--- config.mk ---
export PLATFORM = sky130hd
export DESIGN_NAME = alu_cmd_ctrl
export DESIGN_NICKNAME = d
export VERILOG_FILES = /design/src/rtl/alu_cmd_ctrl.sv
export SDC_FILE = /design/constraint.sdc
export NUM_CORES = 1
export LEC_CHECK = 0
export ABC_AREA = 0
export BUFFER_PORTS_ARGS = -buffer_cell sky130_fd_sc_hd__buf_2
export CAP_MARGIN = 0
export CORE_MARGIN = 3
export CORE_UTILIZATION = 35
export DETAILED_ROUTE_END_ITERATION = 7
export GPL_TIMING_DRIVEN = 0
export HOLD_SLACK_MARGIN = 0.12
export SETUP_SLACK_MARGIN = 0.4
export SYNTH_ARGS = -nofsm -noshare
export SYNTH_HDL_FRONTEND = slang
export SYNTH_SLANG_ARGS = --single-unit
--- constraint.sdc ---
create_clock -name CLK -period 2 [get_ports CLK]
set_input_delay 0.1 -clock CLK [delete_from_list [all_inputs] [get_ports CLK]]
set_output_delay 0.1 -clock CLK [all_outputs]
set_load 0.05 [all_outputs]
--- src/rtl/alu_cmd_ctrl.sv ---
// -----------------------------------------------------------------------------
// alu_cmd_ctrl
// Command sequencer sitting directly in front of the 16-bit ALU. It parses
// byte frames from the UART RX path, loads the ALU operands and function code,
// and enables the ALU clock only for the operation window. It then captures the
// ALU result and returns it to the UART TX path as two bytes, low byte first.
//
// Frames:
//   CMD_ALU_OP  : opcode, A[7:0], A[15:8], B[7:0], B[15:8], FUN
//   CMD_ALU_NOP : opcode, FUN                (reuses the stored A and B)
//
// Ports:
//   CLK         system clock
//   RST         asynchronous reset, active-low
//   RX_P_DATA   received byte
//   RX_D_VLD    one-cycle strobe, RX_P_DATA valid
//   ALU_OUT     registered ALU result
//   ALU_A       ALU operand A
//   ALU_B       ALU operand B
//   ALU_FUN     ALU function select
//   ALU_CLK_EN  enable for the ALU clock-gating cell
//   TX_P_DATA   byte to transmit
//   TX_D_VLD    TX byte valid
//   TX_BUSY     TX cannot accept a byte while high
//   CMD_ERR     one-cycle error pulse
// -----------------------------------------------------------------------------
module alu_cmd_ctrl #(
   parameter int                DATA_W      = 8,
   parameter int                OPRND_W     = 16,
   parameter int                FUN_W       = 4,
   parameter logic [DATA_W-1:0] CMD_ALU_OP  = 8'hCC,
   parameter logic [DATA_W-1:0] CMD_ALU_NOP = 8'hDD
) (
   input  logic               CLK,
   input  logic               RST,
   input  logic [DATA_W-1:0]  RX_P_DATA,
   input  logic               RX_D_VLD,
   input  logic [OPRND_W-1:0] ALU_OUT,
   output logic [OPRND_W-1:0] ALU_A,
   output logic [OPRND_W-1:0] ALU_B,
   output logic [FUN_W-1:0]   ALU_FUN,
   output logic               ALU_CLK_EN,
   output logic [DATA_W-1:0]  TX_P_DATA,
   output logic               TX_D_VLD,
   input  logic               TX_BUSY,
   output logic               CMD_ERR
);

   typedef enum logic [3:0] {
      IDLE     = 4'd0,
      GET_A0   = 4'd1,
      GET_A1   = 4'd2,
      GET_B0   = 4'd3,
      GET_B1   = 4'd4,
      GET_FUN  = 4'd5,
      ALU_RUN  = 4'd6,
      ALU_WAIT = 4'd7,
      TX_LO    = 4'd8,
      TX_HI    = 4'd9
   } state_t;

   // Highest function code the ALU implements; 0x0F and above are rejected.
   localparam logic [DATA_W-1:0] FUN_MAX = 8'h0E;

   state_t             state_r;
   logic [OPRND_W-1:0] result_r;

   // True when a received function byte selects an implemented ALU function.
   function automatic logic fun_ok(input logic [DATA_W-1:0] b);
      return (b <= FUN_MAX);
   endfunction

   // Frame parser, ALU window control and TX handshake; all outputs registered.
   always_ff @(posedge CLK or negedge RST) begin
      if (!RST) begin
         state_r    <= IDLE;
         result_r   <= {OPRND_W{1'b0}};
         ALU_A      <= {OPRND_W{1'b0}};
         ALU_B      <= {OPRND_W{1'b0}};
         ALU_FUN    <= {FUN_W{1'b0}};
         ALU_CLK_EN <= 1'b0;
         TX_P_DATA  <= {DATA_W{1'b0}};
         TX_D_VLD   <= 1'b0;
         CMD_ERR    <= 1'b0;
      end else begin
         // Pulses and the clock window are re-asserted explicitly each cycle.
         CMD_ERR    <= 1'b0;
         ALU_CLK_EN <= 1'b0;
         case (state_r)
            IDLE: begin
               if (RX_D_VLD) begin
                  if (RX_P_DATA == CMD_ALU_OP) begin
                     state_r <= GET_A0;
                  end else if (RX_P_DATA == CMD_ALU_NOP) begin
                     state_r <= GET_FUN;
                  end else begin
                     CMD_ERR <= 1'b1;
                  end
               end
            end
            GET_A0: begin
               if (RX_D_VLD) begin
                  ALU_A[DATA_W-1:0] <= RX_P_DATA;
                  state_r           <= GET_A1;
               end
            end
            GET_A1: begin
               if (RX_D_VLD) begin
                  ALU_A[OPRND_W-1:DATA_W] <= RX_P_DATA;
                  state_r                 <= GET_B0;
               end
            end
            GET_B0: begin
               if (RX_D_VLD) begin
                  ALU_B[DATA_W-1:0] <= RX_P_DATA;
                  state_r           <= GET_B1;
               end
            end
            GET_B1: begin
               if (RX_D_VLD) begin
                  ALU_B[OPRND_W-1:DATA_W] <= RX_P_DATA;
                  state_r                 <= GET_FUN;
               end
            end
            GET_FUN: begin
               if (RX_D_VLD) begin
                  if (fun_ok(RX_P_DATA)) begin
                     ALU_FUN    <= RX_P_DATA[FUN_W-1:0];
                     ALU_CLK_EN <= 1'b1;
                     state_r    <= ALU_RUN;
                  end else begin
                     CMD_ERR <= 1'b1;
                     state_r <= IDLE;
                  end
               end
            end
            ALU_RUN: begin
               // Second enabled cycle covers one cycle of gating-cell latency.
               CMD_ERR    <= RX_D_VLD;
               ALU_CLK_EN <= 1'b1;
               state_r    <= ALU_WAIT;
            end
            ALU_WAIT: begin
               CMD_ERR   <= RX_D_VLD;
               result_r  <= ALU_OUT;
               TX_P_DATA <= ALU_OUT[DATA_W-1:0];
               TX_D_VLD  <= 1'b1;
               state_r   <= TX_LO;
            end
            TX_LO: begin
               CMD_ERR <= RX_D_VLD;
               if (!TX_BUSY) begin
                  TX_D_VLD <= 1'b0;
                  state_r  <= TX_HI;
               end
            end
            TX_HI: begin
               // First cycle here is the mandatory idle gap after the low byte.
               CMD_ERR <= RX_D_VLD;
               if (!TX_D_VLD) begin
                  TX_P_DATA <= result_r[OPRND_W-1:DATA_W];
                  TX_D_VLD  <= 1'b1;
               end else if (!TX_BUSY) begin
                  TX_D_VLD <= 1'b0;
                  state_r  <= IDLE;
               end
            end
            default: begin
               state_r  <= IDLE;
               TX_D_VLD <= 1'b0;
            end
         endcase
      end
   end

endmodule

==> impl_metrics.json <==
{
  "worst-path-buf-inv": 3,
  "wire_per_inst_um": 15.8,
  "yosysUniqueCellTypes": 40,
  "whs_ps": 134,
  "critical_path.max_stage_delay_ps": 490,
  "hpwl_um": 4000,
  "tightest_slew_ps": 736,
  "rows": 30,
  "arrival_ps": 2000,
  "use_met2": 0.249,
  "final.period_utilization": 0.867,
  "drt-initial-drc-count": 98,
  "worst_slack_ps": 266,
  "port_buffers": 74,
  "overflow": 0,
  "final_cells": 421,
  "maxCapViolations": 0,
  "layout-drive-gt1-share": 0.582,
  "wirelength_um": 6660,
  "vdd_ir_drop_max_v": 0.000771,
  "grt_setup_unrepaired": "true",
  "worstPathCellList": "nor2b_1, o211ai_1, o211ai_1, buf_4, buf_4, buf_6, o21ai_1",
  "vias": 2080,
  "fmax_ghz": 0.577,
  "cts.sinks": 59,
  "cp_slowest_cell": "dfrtp_2",
  "core_area_um2": 6940,
  "io_pins": 75,
  "cp-start-kind": "flip-flop",
  "antenna_found_initial": 0,
  "setup_viol": 0,
  "diodes": 0,
  "start_util": 0.369,
  "pre_cts_slack_ps": 96.2,
  "post_drt_via_cell_ratio": 4.94,
  "die_x_um": 91.5,
  "slew_violations": 0,
  "drt.antenna.violating_nets": 0,
  "clk_latency_ps": 340,
  "dieArea_um2": 8380,
  "period_minus_slack_ps": 1730,
  "tritoncts": "built",
  "grt_pass1_vias": 2006,
  "synth_nets": 219,
  "yosysSeqAreaShare": 0.576,
  "outcome": "complete, no violations",
  "relSlewSlack": 0.509,
  "crit_family": "compound AO/OA/AOI/OAI gates",
  "grt_use_met3": 0.0365,
  "die_y_um": 91.5,
  "ys_top_cells_by_area": "dfrtp_1, mux2_2, mux2i_1",
  "grt_pass1_wl_um": 10200,
  "cp_data_required_time_ps": 2260,
  "drtPass1Iterations": 4,
  "grtUsageMet1": 0.192,
  "clock_skew_ps": 8.30,
  "total_power_mw": 7.26,
  "endpoint_kind": "flip-flop",
  "cts-root-buf": "clkbuf_8",
  "synthCells": 191,
  "p_leak_nw": 1.82,
  "clockBufferDepth": 2,
  "finalSetupTns_ps": 0,
  "cts_buffers": 9,
  "clkTransAtPathRegs_ps": 60,
  "synth-seq-cells": 59,
  "fillers": 593,
  "finish.net_count": 348,
  "h-tree-depth": 3,
  "drc_errors": 0,
  "final_common_cell": "buf_2",
  "p_per_area_nw_per_um2": 1870,
  "hold_viol": 0,
  "yosys.area.top_type": "dfrtp_1",
  "yosysTopAreaCellShare": 0.576,
  "place_inst": 361,
  "worstPathMaxFanout": 8,
  "gr-max-usage-layer": "met2",
  "grt.total_usage": 0.156,
  "hp-class": "in2reg",
  "grt_start_max_net_pins": 60,
  "yosys_warnings": 0,
  "final_cell_mix": "buf_2, dfrtp_1, mux2_2, dlygate4sd3_1, buf_4",
  "netlist_area_um2": 2560,
  "area_growth_pct": 51.4,
  "avgSynthCellArea_um2": 13.4,
  "place_congestion": 0.796,
  "crit_type": "reg2reg"
}
## final timing paths
path                              start            to  slack [ps]  cells after the start
setup / recovery             state_r[0]    state_r[3]         270                      7
hold / removal             RX_P_DATA[0]    ALU_FUN[0]         130                      2
setup reg to reg             state_r[0]    state_r[3]         270                      7
hold reg to reg            TX_P_DATA[5]  TX_P_DATA[5]         490                      2
max in group asynchronous           RST    state_r[0]        1100                      2
min in group asynchronous           RST     ALU_B[10]         350                      2
## through the flow
step / utilization / cell area [um2]
final: 0.558 / 3880
after global routing: 0.558 / 3880
after CTS: 0.533 / 3700
after detailed placement: 0.440 / 3060
after global placement: 0.440 / 3060
after floorplan: - / 2570
## area by class of cell
cell class              count  area, um2  area share
flip-flops and latches     59       1480       0.381
well taps                  96        120      0.0310
clock buffers              12        155      0.0400
plain buffers              12        119      0.0307
clock inverters             4       72.6      0.0187
repair buffers            118        788       0.203
multi-input cells         120       1140       0.295
## routing by layer
layer,up-vias,part of all wire
li1,953,-
met2,66,0.51
met1,1051,0.42
met4,0,0.019
met5,-,0
met3,10,0.052
## logic make-up (layout without fill, tap and decap cells)
family	Yosys count	in the layout	share of synthesized area
AOI/OAI and AO/OA	27	27	0.0655
xor gates and xnor gates	1	1	0.00342
buffers and inverters	12	146	0.0234
DFF	59	59	0.576
muxes	55	55	0.244
and+or+nand+nor	37	37	0.0874
## cell usage after synthesis (all sizes together)
library cell,n
o21ai,13
a21o,1
clkbuf,5
nor4b,2
a31oi,2
o221ai,1
a211o,2
o41ai,1
buf,7
xor2,1
nand2b,4
a21oi,2
nand2,12
nor3,2
o22ai,1
nand4,2
a22oi,1
and3b,1
or4b,1
o31ai,1
mux2i,8
or2,1
nor4,1
nor3b,1
dfrtp,59
nor2b,2
nand3b,2
or3,4
mux2,47
nand3,1
nor2,1
o211ai,2
## sequential cells by signal (all words and copies together), names as in the netlist
name        count
ALU_A          16
TX_P_DATA       8
result_r        8
ALU_B          16
CMD_ERR         1
ALU_CLK_EN      1
TX_D_VLD        1
ALU_FUN         4
state_r         4
## report_power, final
group	total, mW	leakage, nW	internal, mW	switching, mW
Sequential	2.10	0.718	1.78	0.325
Clock	1.23	0.113	0.768	0.467
Combinational	3.92	0.995	1.37	2.56
## timing repair
action,in CTS,in global routing
gates resized for setup,30,31
endpoints found under the hold margin,98,0
setup buffers,8,12
hold buffers,23,0
pin swaps,3,8
cloned,0,1
setup endpoints to repair,56,40
(Power assumes the default switching activity.)
